[config.mk]
export PLATFORM = sky130hd
export DESIGN_NAME = rstgen_seq_flat
export DESIGN_NICKNAME = d
export VERILOG_FILES = /design/src/rtl/rstgen_seq_if.sv /design/src/rtl/rstgen_seq.sv /design/src/flat_wrapper.sv
export SDC_FILE = /design/constraint.sdc
export NUM_CORES = 1
export LEC_CHECK = 0
export BUFFER_PORTS_ARGS = -buffer_cell sky130_fd_sc_hd__buf_4
export CAP_MARGIN = 20
export CORE_AREA = 3 3 123 113
export DETAILED_ROUTE_END_ITERATION = 8
export DIE_AREA = 0 0 126 116
export GPL_ROUTABILITY_DRIVEN = 0
export SLEW_MARGIN = 15
export SYNTH_ARGS = -nofsm -noshare
export SYNTH_HDL_FRONTEND = slang
export SYNTH_SLANG_ARGS = --single-unit
[constraint.sdc]
create_clock -name sys_clk -period 6.88 [get_ports sys_clk]
set_input_delay 0 -clock sys_clk [delete_from_list [all_inputs] [get_ports sys_clk]]
set_output_delay 0 -clock sys_clk [all_outputs]
set_load 0.005 [all_outputs]
[src/rtl/rstgen_seq_if.sv]
// CSR bus bundle for rstgen_seq: the address, write strobe and write data come
// from the bus master; the registered read data goes back to it.
interface rstgen_seq_if;
   logic [13:0] csr_a;
   logic        csr_we;
   logic [31:0] csr_di;
   logic [31:0] csr_do;

   modport master (output csr_a, output csr_we, output csr_di, input csr_do);
   modport slave  (input csr_a, input csr_we, input csr_di, output csr_do);
endinterface

[src/rtl/rstgen_seq.sv]
// Sequenced reset controller: debounces the reset sources, then releases the
// reset domains one by one in index order. Software can request a full reset,
// hold individual domains, read the reset cause and count re-entries to HOLD.
//
// state   | meaning
// --------+---------------------------------------------------------------
// HOLD    | all domains held, debounce counter running down to zero
// RELEASE | domains being released one per release_gap cycles
// RUN     | all domains released by the sequencer, waiting for a trigger
module rstgen_seq #(
   parameter logic [3:0] csr_addr    = 4'h2,
   parameter int         ndomains    = 4,
   parameter int         debounce_w  = 20,
   parameter int         release_gap = 16,
   parameter int         sync_stages = 2
) (
   input  logic                sys_clk,
   input  logic                sys_rst_n,
   input  logic                resetin,
   input  logic                hard_reset_i,
   rstgen_seq_if.slave         csr,
   output logic [ndomains-1:0] rst_o,
   output logic                rst_done_o
);
   localparam int idx_w = (ndomains > 1) ? $clog2(ndomains) : 1;
   localparam int gap_w = (release_gap > 1) ? $clog2(release_gap) : 1;
   localparam logic [gap_w-1:0] gap_reload = gap_w'(release_gap - 1);

   typedef enum logic [1:0] {
      HOLD    = 2'd0,
      RELEASE = 2'd1,
      RUN     = 2'd2
   } state_t;

   state_t                 state_q, state_d;
   logic [sync_stages-1:0] sync_q, sync_d;
   logic [debounce_w-1:0]  deb_q, deb_d;
   logic [gap_w-1:0]       gap_q, gap_d;
   logic [idx_w-1:0]       idx_q, idx_d;
   logic [ndomains-1:0]    seq_q, seq_d;
   logic [ndomains-1:0]    mask_q, mask_d;
   logic [ndomains-1:0]    rst_q, rst_d;
   logic                   done_q, done_d;
   logic [3:0]             cause_q, cause_d;
   logic [15:0]            count_q, count_d;
   logic [31:0]            do_q, do_d;

   logic btn_s, sel, wr0, wr1, sw_req, trig;
   logic unused_csr;

   assign unused_csr = ^{csr.csr_di[31:8+ndomains], csr.csr_di[7:4], csr.csr_a[9:2]};

   // Synchroniser on the button and CSR write decode; all trigger sources merge here
   always_comb begin
      sync_d = {sync_q[sync_stages-2:0], resetin};
      btn_s  = sync_q[sync_stages-1];
      sel    = (csr.csr_a[13:10] == csr_addr);
      wr0    = sel & csr.csr_we & (csr.csr_a[1:0] == 2'd0);
      wr1    = sel & csr.csr_we & (csr.csr_a[1:0] == 2'd1);
      sw_req = wr0 & csr.csr_di[0];
      trig   = btn_s | hard_reset_i | sw_req;
   end

   // Sequencer next state: any trigger restarts the debounce hold from scratch
   always_comb begin
      state_d = state_q;
      deb_d   = deb_q;
      gap_d   = gap_q;
      idx_d   = idx_q;
      seq_d   = seq_q;
      done_d  = done_q;
      count_d = count_q;
      if (trig) begin
         state_d = HOLD;
         deb_d   = '1;
         seq_d   = '1;
         done_d  = 1'b0;
         if (state_q != HOLD && count_q != 16'hFFFF) count_d = count_q + 16'd1;
      end else begin
         case (state_q)
            HOLD: begin
               if (deb_q == '0) begin
                  seq_d[0] = 1'b0;
                  gap_d    = gap_reload;
                  idx_d    = idx_w'(1);
                  if (ndomains == 1) begin
                     state_d = RUN;
                     done_d  = 1'b1;
                  end else begin
                     state_d = RELEASE;
                  end
               end else begin
                  deb_d = deb_q - debounce_w'(1);
               end
            end
            RELEASE: begin
               if (gap_q == '0) begin
                  seq_d[idx_q] = 1'b0;
                  gap_d        = gap_reload;
                  if (int'(idx_q) == ndomains - 1) begin
                     state_d = RUN;
                     done_d  = 1'b1;
                  end else begin
                     idx_d = idx_q + idx_w'(1);
                  end
               end else begin
                  gap_d = gap_q - gap_w'(1);
               end
            end
            RUN: ;
            default: state_d = HOLD;
         endcase
      end
   end

   // CSR side: mask, sticky cause with set-over-clear, registered read mux
   always_comb begin
      mask_d  = wr0 ? csr.csr_di[8 +: ndomains] : mask_q;
      cause_d = (cause_q & ~(wr1 ? csr.csr_di[3:0] : 4'h0))
              | {sw_req, hard_reset_i, btn_s, 1'b0};
      rst_d   = seq_d | mask_d;
      do_d    = '0;
      if (sel) begin
         case (csr.csr_a[1:0])
            2'd0: begin
               do_d[8 +: ndomains] = mask_q;
               do_d[1:0]           = state_q;
            end
            2'd1:    do_d[3:0]  = cause_q;
            2'd2:    do_d[15:0] = count_q;
            default: do_d       = '0;
         endcase
      end
   end

   // State registers; power-on reset holds every domain and records POR
   always_ff @(posedge sys_clk or negedge sys_rst_n) begin
      if (!sys_rst_n) begin
         state_q <= HOLD;
         sync_q  <= '0;
         deb_q   <= '1;
         gap_q   <= '0;
         idx_q   <= '0;
         seq_q   <= '1;
         mask_q  <= '0;
         rst_q   <= '1;
         done_q  <= 1'b0;
         cause_q <= 4'b0001;
         count_q <= '0;
         do_q    <= '0;
      end else begin
         state_q <= state_d;
         sync_q  <= sync_d;
         deb_q   <= deb_d;
         gap_q   <= gap_d;
         idx_q   <= idx_d;
         seq_q   <= seq_d;
         mask_q  <= mask_d;
         rst_q   <= rst_d;
         done_q  <= done_d;
         cause_q <= cause_d;
         count_q <= count_d;
         do_q    <= do_d;
      end
   end

   assign rst_o      = rst_q;
   assign rst_done_o = done_q;
   assign csr.csr_do = do_q;
endmodule

[src/flat_wrapper.sv]
// flat-port wrapper written by rule: the top's interface ports become plain ports
module rstgen_seq_flat 
#(
   parameter logic [3:0] csr_addr    = 4'h2,
   parameter int         ndomains    = 4,
   parameter int         debounce_w  = 20,
   parameter int         release_gap = 16,
   parameter int         sync_stages = 2
)
  (sys_clk, sys_rst_n, resetin, hard_reset_i, rst_o, rst_done_o, csr_csr_a, csr_csr_we, csr_csr_di, csr_csr_do);
  rstgen_seq_if csr_i ();
  input  logic sys_clk;
  input  logic sys_rst_n;
  input  logic resetin;
  input  logic hard_reset_i;
  output logic [ndomains-1:0] rst_o;
  output logic rst_done_o;
  input wire logic [$bits(csr_i.csr_a)-1:0] csr_csr_a;
  input wire logic [$bits(csr_i.csr_we)-1:0] csr_csr_we;
  input wire logic [$bits(csr_i.csr_di)-1:0] csr_csr_di;
  output wire logic [$bits(csr_i.csr_do)-1:0] csr_csr_do;
  assign csr_i.csr_a = csr_csr_a;
  assign csr_i.csr_we = csr_csr_we;
  assign csr_i.csr_di = csr_csr_di;
  assign csr_csr_do = csr_i.csr_do;
  rstgen_seq #(.csr_addr(csr_addr), .ndomains(ndomains), .debounce_w(debounce_w), .release_gap(release_gap), .sync_stages(sync_stages)) u_core (.sys_clk(sys_clk), .sys_rst_n(sys_rst_n), .resetin(resetin), .hard_reset_i(hard_reset_i), .csr(csr_i), .rst_o(rst_o), .rst_done_o(rst_done_o));
endmodule
# ---- Word-level counts from Yosys, hierarchy flattened
# Cells that the tools add are included.
dict set report word_totals {
  input_bits 51
  register_bits 79
  wordCells 97
}
dict set report classes {
  n_mux 33
  reduce_logical 18
  add_sub_neg 4
  n_lt_le_gt_ge 2
  bitwise_logic 13
  n_eq_ne 15
}
# cell n
set ops {}
lappend ops {{20-bit 2-to-1 mux} 3}
lappend ops {{4-bit 2-to-1 mux} 8}
lappend ops {{20-bit logical NOT} 1}
lappend ops {{20-bit by 1-bit subtractor with 20-bit output (second input constant)} 1}
lappend ops {{16-bit by 1-bit adder with 16-bit output (second input constant)} 1}
lappend ops {{16-bit 2-to-1 mux} 1}
lappend ops {{16-bit inequality test (second input constant)} 1}
lappend ops {{4-bit one-hot mux with 2 select lines} 2}
lappend ops {{2-bit 2-to-1 mux} 6}
lappend ops {{2-bit one-hot mux with 3 select lines} 2}
lappend ops {{2-bit nonzero test} 6}
lappend ops {{3-bit by 1-bit inequality test with 1-bit output (second input constant)} 3}
lappend ops {{4-bit AND} 2}
lappend ops {{2-bit by 1-bit inequality test with 1-bit output (second input constant)} 4}
lappend ops {{4-bit NOT} 2}
lappend ops {{4-bit bitwise OR} 2}
lappend ops {{2-bit one-hot mux with 2 select lines} 2}
lappend ops {{2-bit by 1-bit equality test with 1-bit output (second input constant)} 3}
lappend ops {{1-bit 2-to-1 mux} 6}
lappend ops {{3-bit AND reduction} 2}
lappend ops {{5-bit AND reduction} 1}
lappend ops {{1-bit AND} 4}
lappend ops {{2-bit equality test (second input constant)} 2}
lappend ops {{4-bit by 2-bit equality test with 1-bit output (second input constant)} 1}
lappend ops {{other kinds (15)} 19}

# ---- Depth between registers and ports, before layout
dict set report depth {
  ltp_word 10
  depth_mapped 8
}

# ---- Worst setup path after synthesis
# No wires, ideal clock.
dict set report synth_path {
  path_type {reg-to-reg}
  start {register u_core.count_q[0]}
  end {register u_core.count_q[4]}
  stages_incl_launch_ff 8
  period_less_slack_ps 2284
  n_path_buf 1
  t_arrival_ps 2161
  path_slack_ps 4596
  t_required_ps 6757
  setup_time_ps 123
  path_cell_list {dfrtp_1 > ha_1 > and4_1 > and2_1 > a311oi_1 > buf_2 > nand4_1 > xnor2_1}
}
dict set report synth_between {
  elab_chain_len 3
}
# element line
set synth_rtl {}
lappend synth_rtl {{start, declared} rstgen_seq.sv:45} ;# logic [15:0] count_q, count_d;
lappend synth_rtl {{start signal, assigned} rstgen_seq.sv:162} ;# count_q <= count_d;
lappend synth_rtl {{branches (longest 3 deep; another with 16-bit by 1-bit adder with 16-bit output)} n/a}
# Parallel ways; which one is timed is not known.
# A chain may end at the register's enable or synchronous reset.

# ---- Final worst setup path
dict set report layout_path {
  start {register u_core.count_q[0]}
  end {register u_core.count_q[13]}
}
# The elaborated chain is that of the path after synthesis.

==> impl_results.md <==
- Sw frac: 24.33%
- PnR Total Power: 992.1 uW
- Ant. Diodes: 0
- Critical-path cell list: ha_1 > and4_1 > and2_1 > a311oi_2 > nand4_1 > xnor2_1
- Clock transition at path regs: 0.06 ns
- Antenna-violating nets left: 0
- Critical path's top delay family: compound AO/OA/AOI/OAI gates
- Top-area cell type share of the netlist area: 32.97%
- Register area share after synthesis: 53.05%
- H-tree depth: 3
- CTS tree: built
- GR Overflow Total: 0
- Initial core utilization: 29.91%
- WS Path Type: reg -> reg
- Post-CTS setup buffers: 0
- Crit share post-route: 38.53%
- Worst rel slew slack: 28.48%
- Crit path launch type: flop
- Reg2reg setup slack: 4.23 ns
- Worst Clk Skew: 0.004707 ns
- P_leak: 1.941 nW
- DRC: 0
- Reg power frac: 49.0%
- Clock power frac: 45.0%
- Setup repair after global routing missed its margin: no
- Hold WC Path Type: in -> reg
- Max Cap Viol: 0
- VDD IR max: 0.0001141 V
- Worst Path Arrival: 2.87 ns
- Post-synth EDFFs: 0
- Dpl cell area: 4217 sq um
- Netlist cell types: 55
- Synth async-reset ratio: 100.0%
- Slew at the pin closest to its max-slew limit: 1.073 ns
- Die W: 126 um
- Max incr delay on CP: 0.94 ns
- Slowest stage cell, crit path: a311oi_2
- WP buf/inv: 0
- Slew Limit Fails: 0
- Die height: 116 um
- DR WL/cell: 13.79 um
- Clock Path Buffers: 2
- WP data required: 7.10 ns
- PortBufs: 39
- Synth top area cells: dfrtp_1, dfstp_2, xnor2_1
- Post-Syn Area: 3795 sq um
- Final setup fails: 0
- Post-Syn Instances: 351
- Vias per inst: 4.802
- Initial antenna violation count: 0
- HPWL after DPL: 5373 um
- Count of final hold-check violations: 0
- Syn avg cell area: 10.81 sq um
- CTS Root Cell: clkbuf_16
- Status: finished clean
- Final min period: 2.651 ns
- Int Pwr: 750.7 uW
- Sink Count: 79
- Hold Slack: 0.03901 ns
- I/O pin cnt: 88
- Yosys warnings: 0
- Top_reg_cell synth: dfrtp_1
- Vias in the first global route: 2,647
- Logic pwr share: 6.0%
- Fin area: 4606 sq um
- Num CTS Buffers: 9
- Starting DRC count in detailed routing: 188
- Max Fclk: 0.3773 GHz
- Fin Setup TNS: 0 ns
- Die area: 14,620 sq um
- Vias after detailed routing: 2,742
- GRT Util Overall: 11.20%
- CP max FO: 16
- Share of layout cells above drive strength 1: 25.31%
- Psw: 241.3 uW
- Maximum number of pins on one net before global-route repair: 80
- 1st-pass router iterations: 5
- Row Count: 39
- Final nets: 465
- Total wire length: 7872 um
- Core footprint: 12,690 sq um
- P&R area growth vs syn: 21.37%
- Synthesized flop and latch total: 79
- Global-route wire length before repair: 13,050 um
- CP Capture Type: flop
- PwrDens: 215.4 nW/um^2
- Clk_lat worst skew: 0.34 ns
- Largest area contributor in the netlist: dfrtp_1
[cell families after synthesis]
family,after synthesis,share of synthesized area [%]
AOI/OAI and AO/OA,51,9.858
xor gates and xnor gates,22,5.078
adders and majority gates,12,3.956
buffers and inverters,35,5.176
DFF,79,53.05
muxes,5,1.484
other,1,0.09882
and+or+nand+nor,146,21.30
[path summary, 6_finish.rpt]
path | cells past startpoint | endpoint | start
max in group asynchronous | 2 | u_core.gap_q[1] | sys_rst_n
min in group asynchronous | 2 | u_core.csr.csr_do[4] | sys_rst_n
hold reg to reg | 0 | u_core.sync_q[1] | u_core.sync_q[0]
hold / removal | 3 | u_core.csr.csr_do[0] | csr_csr_a[1]
setup / recovery | 6 | u_core.count_q[13] | u_core.count_q[0]
setup reg to reg | 6 | u_core.count_q[13] | u_core.count_q[0]
[registers in the layout, indices dropped and copies added, names as in the netlist]
name,count
u_core.mask_q,4
u_core.rst_done_o,1
u_core.sync_q,2
u_core.idx_q,2
u_core.cause_q,4
u_core.state_q,2
u_core.rst_o,4
u_core.seq_q,4
u_core.deb_q,20
u_core.count_q,16
u_core.gap_q,4
u_core.csr.csr_do,16
[layout make-up]
class / count / area [sq um]
fill: 1277 / 8082
sequential: 79 / 2013
multi-input combinational: 252 / 1660
timing repair buffer: 52 / 417.9
clock buffer: 9 / 225.2
tap: 164 / 205.2
clock inverter: 7 / 53.80
inverter: 8 / 30.03
[layout by cell type, fill, tap and decap left out, drive strengths merged, types with 3 or more instances in the layout]
cell,netlist,routed
dfrtp,50,50
buf,20,41
nand2,37,37
dfstp,29,29
xnor2,21,21
nor2,18,18
and3,17,17
conb,1,16
nand4,13,13
ha,12,12
nand3,11,11
dlygate4sd3,0,11
inv,8,11
nor3,9,9
clkbuf,7,9
o21ai,9,9
a21oi,9,9
nor4,8,8
a22o,5,5
mux2,5,5
or4,5,5
and2,4,4
nor3b,3,3
nand2b,3,3
nand3b,3,3
or3,3,3
and4,3,3
a31oi,3,3
o31ai,3,3
clkinvlp,0,3
a21boi,3,3
[tightest hold or removal path: stages]
cell     delay, ns
buf_4         0.09
ha_1          0.17
nor3b_1       0.08
[cell usage after synthesis, types with 4 or more instances]
| cell type | number |
|---|---|
| inv_1 | 8 |
| xnor2_1 | 21 |
| nand2_1 | 37 |
| a21oi_1 | 7 |
| ha_1 | 12 |
| o21ai_0 | 8 |
| and3_1 | 17 |
| nor4_1 | 8 |
| nand4_1 | 13 |
| buf_4 | 16 |
| a22o_1 | 5 |
| dfstp_2 | 29 |
| nor3_1 | 9 |
| mux2_2 | 5 |
| clkbuf_1 | 6 |
| nor2_1 | 18 |
| and2_1 | 4 |
| nand3_1 | 11 |
| dfrtp_1 | 50 |
[stage by stage]
stage / setup slack, ns / instances / util, %
2_1_floorplan: 4.596 / 366 / -
3_3_place_gp: 4.313 / 544 / 33.23
3_5_place_dp: 4.258 / 544 / 33.23
4_1_cts: 4.274 / 571 / 36.30
5_1_grt: 4.056 / 571 / 36.30
6_report: 4.229 / 571 / 36.30
[per-layer routing]
layer | vias to the layer above | track usage (%) | part of all wire, %
li1 | 1328 | - | -
met1 | 1350 | 13.86 | 47
met2 | 57 | 18.54 | 47
met3 | 7 | 4.424 | 5.0
met4 | 0 | 2.788 | 0.85
met5 | - | 0 | 0
[power groups by stage]
| stage | sequential, mW | clock, mW | combinational (mW) |
|---|---|---|---|
| finish | 0.486 | 0.446 | 0.0598 |
| global route | 0.488 | 0.485 | 0.0680 |
| CTS | 0.486 | 0.457 | 0.0609 |
| detailed placement | 0.494 | 0 | 0.0561 |
| global placement | 0.494 | 0 | 0.0549 |
| floorplan | 0.492 | 0 | 0.0362 |
[repair_timing]
item                                    in CTS  in global routing
endpoints found under the hold margin       59                  0
hold buffers                                11                  0
endpoints found under the setup margin       0                  0
gates resized for setup                      0                  0
(Power assumes the default switching activity.)
